File: src/rtl/fp16_pkg.sv
// Shared FP16 constants and types for the log-multiplier result stage:
// format parameters, operand classes, serializer FSM states and flag bit positions.
package fp16_pkg;

  localparam int EXP_W   = 5;
  localparam int MAN_W   = 10;
  localparam int BIAS    = 15;
  localparam int EXP_MAX = 31;

  localparam logic [15:0] QNAN = 16'h7E00;

  typedef enum logic [1:0] {
    ZERO   = 2'd0,
    NORMAL = 2'd1,
    INF    = 2'd2,
    NAN    = 2'd3
  } fp_class_e;

  typedef enum logic [2:0] {
    IDLE     = 3'd0,
    CLASSIFY = 3'd1,
    FIXUP    = 3'd2,
    SEND_LO  = 3'd3,
    SEND_HI  = 3'd4
  } state_e;

  localparam int FLAG_NAN   = 0;
  localparam int FLAG_INF   = 1;
  localparam int FLAG_ZERO  = 2;
  localparam int FLAG_RANGE = 3;

endpackage

File: src/rtl/fp16_result_fixup_serializer_if.sv
// Operand/raw-product capture handshake and the outgoing byte stream of the fixup serializer.
interface fp16_result_fixup_serializer_if;

  logic        in_valid;
  logic        in_ready;
  logic [15:0] op_a;
  logic [15:0] op_b;
  logic        raw_sign;
  logic [6:0]  raw_exp;
  logic [9:0]  raw_man;

  logic [7:0]  out_byte;
  logic        out_valid;
  logic        out_last;
  logic        out_ready;

  modport slave (
    input  in_valid, op_a, op_b, raw_sign, raw_exp, raw_man, out_ready,
    output in_ready, out_byte, out_valid, out_last
  );

  modport master (
    output in_valid, op_a, op_b, raw_sign, raw_exp, raw_man, out_ready,
    input  in_ready, out_byte, out_valid, out_last
  );

endinterface

File: src/rtl/fp16_result_fixup_serializer_classify.sv
// Combinational FP16 operand classifier; subnormals are treated as zero.
module fp16_classify
  import fp16_pkg::*;
(
  input  logic [15:0] value,
  output fp_class_e   cls
);

  logic [EXP_W-1:0] exp_f;
  logic [MAN_W-1:0] man_f;
  logic             unused_sign;

  assign exp_f       = value[EXP_W+MAN_W-1:MAN_W];
  assign man_f       = value[MAN_W-1:0];
  assign unused_sign = value[15];

  // NOTE: cls gets a default before any branch so no path leaves it unassigned (no latch).
  always_comb begin
    cls = NORMAL;
    if (exp_f == '0) begin
      cls = ZERO;
    end else if (exp_f == EXP_W'(EXP_MAX)) begin
      cls = (man_f == '0) ? INF : NAN;
    end
  end

endmodule

File: src/rtl/fp16_result_fixup_serializer.sv
// Applies special-case and range fixups to the approximate FP16 product and
// serializes the corrected result as two bytes, low byte first.
module fp16_result_fixup_serializer #(
  parameter int EXP_W = fp16_pkg::EXP_W,
  parameter int MAN_W = fp16_pkg::MAN_W,
  parameter int BIAS  = fp16_pkg::BIAS
) (
  input  logic                          clk,
  input  logic                          rst_n,
  fp16_result_fixup_serializer_if.slave bus,
  output logic [3:0]                    flags
);
  import fp16_pkg::*;

  // Port widths are fixed to binary16, so only the standard format is meaningful.
  if (1 + EXP_W + MAN_W != 16 || BIAS != (1 << (EXP_W - 1)) - 1) begin : g_bad_format
    $error("fp16_result_fixup_serializer supports only the binary16 format");
  end

  localparam logic signed [6:0] OVF_EXP = 7'((1 << EXP_W) - 1);

  state_e      state_q, state_d;
  logic [15:0] op_a_q, op_b_q;
  logic        raw_sign_q;
  logic [6:0]  raw_exp_q;
  logic [9:0]  raw_man_q;
  fp_class_e   cls_a_d, cls_b_d, cls_a_q, cls_b_q;
  logic [15:0] result_q, result_d;
  logic [3:0]  flags_d;
  logic        any_nan, any_inf, any_zero;

  fp16_classify u_classify_a (.value(op_a_q), .cls(cls_a_d));
  fp16_classify u_classify_b (.value(op_b_q), .cls(cls_b_d));

  // NOTE: sequential state uses non-blocking assignments so every register samples pre-edge values.
  always_ff @(posedge clk or negedge rst_n) begin
    if (!rst_n) begin
      state_q <= IDLE;
    end else begin
      state_q <= state_d;
    end
  end

  // Handshake outputs decode only the registered state; inputs steer state_d alone.
  always_comb begin
    state_d       = state_q;
    bus.in_ready  = 1'b0;
    bus.out_valid = 1'b0;
    bus.out_last  = 1'b0;
    bus.out_byte  = '0;
    unique case (state_q)
      IDLE: begin
        bus.in_ready = 1'b1;
        if (bus.in_valid) state_d = CLASSIFY;
      end
      CLASSIFY: state_d = FIXUP;
      FIXUP:    state_d = SEND_LO;
      SEND_LO: begin
        bus.out_valid = 1'b1;
        bus.out_byte  = result_q[7:0];
        if (bus.out_ready) state_d = SEND_HI;
      end
      SEND_HI: begin
        bus.out_valid = 1'b1;
        bus.out_last  = 1'b1;
        bus.out_byte  = result_q[15:8];
        if (bus.out_ready) state_d = IDLE;
      end
      default: state_d = IDLE;
    endcase
  end

  assign any_nan  = (cls_a_q == NAN)  || (cls_b_q == NAN);
  assign any_inf  = (cls_a_q == INF)  || (cls_b_q == INF);
  assign any_zero = (cls_a_q == ZERO) || (cls_b_q == ZERO);

  // Priority chain: invalid operations, then operand specials, then exponent range.
  always_comb begin
    result_d = {raw_sign_q, raw_exp_q[EXP_W-1:0], raw_man_q[MAN_W-1:0]};
    flags_d  = '0;
    if (any_nan || (any_inf && any_zero)) begin
      result_d          = QNAN;
      flags_d[FLAG_NAN] = 1'b1;
    end else if (any_inf) begin
      result_d          = {raw_sign_q, {EXP_W{1'b1}}, {MAN_W{1'b0}}};
      flags_d[FLAG_INF] = 1'b1;
    end else if (any_zero) begin
      result_d           = {raw_sign_q, {(EXP_W + MAN_W){1'b0}}};
      flags_d[FLAG_ZERO] = 1'b1;
    end else if ($signed(raw_exp_q) >= OVF_EXP) begin
      result_d            = {raw_sign_q, {EXP_W{1'b1}}, {MAN_W{1'b0}}};
      flags_d[FLAG_INF]   = 1'b1;
      flags_d[FLAG_RANGE] = 1'b1;
    end else if ($signed(raw_exp_q) <= 7'sd0) begin
      result_d            = {raw_sign_q, {(EXP_W + MAN_W){1'b0}}};
      flags_d[FLAG_ZERO]  = 1'b1;
      flags_d[FLAG_RANGE] = 1'b1;
    end
  end

  always_ff @(posedge clk or negedge rst_n) begin
    if (!rst_n) begin
      op_a_q     <= '0;
      op_b_q     <= '0;
      raw_sign_q <= 1'b0;
      raw_exp_q  <= '0;
      raw_man_q  <= '0;
      cls_a_q    <= ZERO;
      cls_b_q    <= ZERO;
      result_q   <= '0;
      flags      <= '0;
    end else begin
      if (state_q == IDLE && bus.in_valid) begin
        op_a_q     <= bus.op_a;
        op_b_q     <= bus.op_b;
        raw_sign_q <= bus.raw_sign;
        raw_exp_q  <= bus.raw_exp;
        raw_man_q  <= bus.raw_man;
      end
      if (state_q == CLASSIFY) begin
        cls_a_q <= cls_a_d;
        cls_b_q <= cls_b_d;
      end
      if (state_q == FIXUP) begin
        result_q <= result_d;
        flags    <= flags_d;
      end
    end
  end

endmodule

File: src/flat_wrapper.sv
// flat-port wrapper written by rule: the top's interface ports become plain ports
module fp16_result_fixup_serializer_flat import fp16_pkg::*;
#(
  parameter int EXP_W = fp16_pkg::EXP_W,
  parameter int MAN_W = fp16_pkg::MAN_W,
  parameter int BIAS  = fp16_pkg::BIAS
)
  (clk, rst_n, flags, bus_in_valid, bus_op_a, bus_op_b, bus_raw_sign, bus_raw_exp, bus_raw_man, bus_out_ready, bus_in_ready, bus_out_byte, bus_out_valid, bus_out_last);
  fp16_result_fixup_serializer_if bus_i ();
  input  logic clk;
  input  logic rst_n;
  output logic [3:0] flags;
  input wire logic [$bits(bus_i.in_valid)-1:0] bus_in_valid;
  input wire logic [$bits(bus_i.op_a)-1:0] bus_op_a;
  input wire logic [$bits(bus_i.op_b)-1:0] bus_op_b;
  input wire logic [$bits(bus_i.raw_sign)-1:0] bus_raw_sign;
  input wire logic [$bits(bus_i.raw_exp)-1:0] bus_raw_exp;
  input wire logic [$bits(bus_i.raw_man)-1:0] bus_raw_man;
  input wire logic [$bits(bus_i.out_ready)-1:0] bus_out_ready;
  output wire logic [$bits(bus_i.in_ready)-1:0] bus_in_ready;
  output wire logic [$bits(bus_i.out_byte)-1:0] bus_out_byte;
  output wire logic [$bits(bus_i.out_valid)-1:0] bus_out_valid;
  output wire logic [$bits(bus_i.out_last)-1:0] bus_out_last;
  assign bus_i.in_valid = bus_in_valid;
  assign bus_i.op_a = bus_op_a;
  assign bus_i.op_b = bus_op_b;
  assign bus_i.raw_sign = bus_raw_sign;
  assign bus_i.raw_exp = bus_raw_exp;
  assign bus_i.raw_man = bus_raw_man;
  assign bus_i.out_ready = bus_out_ready;
  assign bus_in_ready = bus_i.in_ready;
  assign bus_out_byte = bus_i.out_byte;
  assign bus_out_valid = bus_i.out_valid;
  assign bus_out_last = bus_i.out_last;
  fp16_result_fixup_serializer #(.EXP_W(EXP_W), .MAN_W(MAN_W), .BIAS(BIAS)) u_core (.clk(clk), .rst_n(rst_n), .bus(bus_i), .flags(flags));
endmodule
File: config.mk
export PLATFORM = sky130hd
export DESIGN_NAME = fp16_result_fixup_serializer_flat
export DESIGN_NICKNAME = d
export VERILOG_FILES = /design/src/rtl/fp16_pkg.sv /design/src/rtl/fp16_result_fixup_serializer_if.sv /design/src/rtl/fp16_result_fixup_serializer_classify.sv /design/src/rtl/fp16_result_fixup_serializer.sv /design/src/flat_wrapper.sv
export SDC_FILE = /design/constraint.sdc
export NUM_CORES = 1
export LEC_CHECK = 0
export ABC_CLOCK_PERIOD_IN_PS = 1700
export CORE_AREA = 2 2 106 108
export CTS_BUF_LIST = sky130_fd_sc_hd__clkbuf_16
export DETAILED_ROUTE_END_ITERATION = 16
export DIE_AREA = 0 0 108 110
export MAX_ROUTING_LAYER = met4
export SYNTH_ARGS = -nofsm -noshare
export SYNTH_HDL_FRONTEND = slang
export SYNTH_SLANG_ARGS = --single-unit
File: constraint.sdc
create_clock -name clk -period 1.7 [get_ports clk]
set_input_delay 0.17 -clock clk [delete_from_list [all_inputs] [get_ports clk]]
set_output_delay 0.17 -clock clk [all_outputs]
set_load 0.01 [all_outputs]
==> metrics.cfg <==
[status]
status=finished, final reports clean

[logic_synthesis]
yosysSeqAreaShare_pct=59.12
ys_types=34
synth_fa_ha_area_share_pct=0
yosys.area_share.simple_pct=11.08
yosys-mux-area-fraction_pct=17.38
synth_top_family_by_area=multiplexers
synth_area_per_cell_um2=13.12
yosys_warnings=0
synth_compound_area_share_pct=9.854
syn_inst=242
synth-xor-area-share_pct=0
synth_seq_cells=75
syn_area_um2=3174
synth_nets=296

[die]
core_area_um2=10700
dieArea_um2=11880
rows=38
dieWidth_um=108
start_util_pct=29.67
fp.dieH_um=110
num_io_pins=69

[clocking]
cts_sinks=75
clk-insertion-delay-late_ns=0.33
cts_tree=built
clkTransAtPathRegs_ns=0.06
cts_root_buffer=clkbuf_16
cts_max_level=3
cts_max_path_buffers=2
cts_buffers=9

[power_and_ir_drop]
power_density_nw_per_um2=1788
peakVddDrop_uv=899.3
p_leak_uw=0.002012

[flow_run]
drv_cap=0

[grt]
first_global_vias=2234
grt_max_degree=38
antenna_found_initial=0
grt_usage_pct=12.85
grt_pass1_wl_mm=11.29
grt_overflow=0

[setup_path]
critPathKind=flop to flop
required_ns=1.92
cp.arrival_ns=1.91
startpoint_type=flop
reg2reg_slack_ns=0.007
cp-end-kind=flop
startpoint=u_core.state_q[1]
crit-reg2reg-launch=u_core.state_q[1]
r2r_cells=5
critPathCapture=u_core.op_a_q[2]
timing.rr.end=u_core.op_a_q[2]
cp_max_fo=9

[timing]
fin_crit_sh_pct=99.59
timing.final.crit_period_ns=1.693
setup_tns_ns=0
skew_ns=0.004996
max_slew_margin_pct=66.16
report.final.hold_viol_count=0
tightest_slew_ns=0.5076
max_freq_ghz=0.5907
rsz0062_at_grt=true
slew_violations=0
setup_viol=0

[cells_and_area]
drive_gt1_share_pct=34.22
mostFrequentLayoutCells=dfrtp_1, clkdlybuf4s50_1, mux2_2
stdcell_area_um2=4618
nets=388
fillers=992
antenna_cells=0
areaGrowthSynthToFinish_pct=45.49
stdcell_count=479
layout_commonest_cell=dfrtp_1

[placed_design]
dp_cells=455
gp_congestion=0.7323
place_area_um2=4106
dp_hpwl_mm=4.842
portBuffers=66

[min_path]
holdCritPathClass=input pin to async pin

[detailed_routing]
first_pass_iters=4
ant_nets=0
drcViolationCount=0
routed_wl_mm=7.434
vias=2227
vias_per_cell=4.649
drt_iter0_drc=104
wire_per_inst_um=15.52

critical path, stage by stage (launching register included):
cell	delay [ns]
dfrtp_2	0.44
buf_6	0.14
nor3_4	0.18
and2_4	0.28
clkbuf_16	0.20
mux2_2	0.33
timing repair:
action,4_1_cts,5_1_grt
endpoints found under the hold margin,34,0
resized for setup,22,44
pin swaps,0,2
gates cloned,0,5
hold buffers,1,0
buffers inserted,1,2
setup endpoints to repair,11,69
metrics by stage:
step	setup WS (ns)	total power (uW)	hold WS [ns]	util [%]
detailed placement	0.03849	5844	0.1760	38.39
finish	0.007027	8258	0.3470	43.17
floorplan	0.02803	4867	-0.1256	-
global route	-0.06074	8796	0.3832	43.17
global placement	0.05995	5749	0.1646	38.39
CTS	0.003162	7930	0.3603	41.46
power breakdown:
group	switching, uW	internal, uW
logic	1170	1760
registers	633	2640
clock network	757	1290
total	2560	5690
cells by family (layout without fill, tap and decap cells):
logic type,count (synthesis),in the layout
flip-flops,75,75
AND/OR/NAND/NOR,63,64
multiplexers,49,49
AO/OA/AOI/OAI,42,42
buffers and inverters,13,109
synthesized netlist by cell type:
cell type / n / area share, %
nor3b_1: 1 / 0.24
a222oi_1: 1 / 0.32
and2b_1: 1 / 0.24
mux2_2: 49 / 17
or3b_2: 1 / 0.28
a32o_1: 1 / 0.32
nor3_1: 4 / 0.63
nand4_4: 1 / 0.67
o21ai_0: 5 / 0.79
or2_2: 1 / 0.20
inv_1: 2 / 0.24
nor4b_4: 1 / 0.75
buf_2: 2 / 0.32
clkbuf_1: 3 / 0.35
and3_1: 4 / 0.79
a21oi_1: 8 / 1.3
dfrtp_1: 75 / 59
a22oi_1: 1 / 0.24
nand3_1: 4 / 0.63
a22o_1: 19 / 5.2
nor3b_4: 1 / 0.59
buf_6: 2 / 0.71
a221o_1: 1 / 0.32
nand2_1: 17 / 2.0
o21bai_1: 2 / 0.47
nor2_1: 18 / 2.1
a31o_2: 1 / 0.28
a21o_1: 1 / 0.24
nor4_1: 5 / 0.99
nand4b_1: 2 / 0.55
buf_4: 4 / 0.95
o22ai_1: 1 / 0.20
and2_1: 2 / 0.39
a31oi_1: 1 / 0.20
worst min-delay path by stage:
stage / from / slack (ns) / cells past startpoint / end
CTS: rst_n / 0.36 / 2 / u_core.result_q[15]
detailed placement: rst_n / 0.18 / 1 / u_core.raw_man_q[7]
finish: rst_n / 0.35 / 2 / u_core.raw_man_q[7]
floorplan: rst_n / -0.13 / 0 / u_core.cls_a_q[0]
global route: rst_n / 0.38 / 2 / u_core.result_q[15]
global placement: rst_n / 0.16 / 1 / u_core.raw_man_q[7]
registers in the layout, indices dropped and copies added (netlist names):
signal	flops
u_core.raw_man_q	10
u_core.op_a_q	15
u_core.cls_b_q	2
u_core.state_q	3
u_core.raw_exp_q	7
u_core.result_q	16
u_core.op_b_q	15
u_core.flags	4
u_core.raw_sign_q	1
u_core.cls_a_q	2
layout make-up:
class / instances / area [um2] / area share (%)
tap: 140 / 175.2 / 3.793
timing repair buffer: 91 / 902.1 / 19.53
inverter: 2 / 7.507 / 0.1626
clock buffer: 9 / 225.2 / 4.877
sequential: 75 / 1881 / 40.72
clock inverter: 7 / 101.3 / 2.195
multi-input combinational: 155 / 1326 / 28.72
per-layer routing:
metal / part of all wire, % / track usage (%)
met5: 0 / -
met4: 1.1 / 4.396
met3: 4.9 / 4.350
met2: 49 / 20.58
met1: 45 / 15.29
Note: power is estimated with default switching activity, not from simulation.
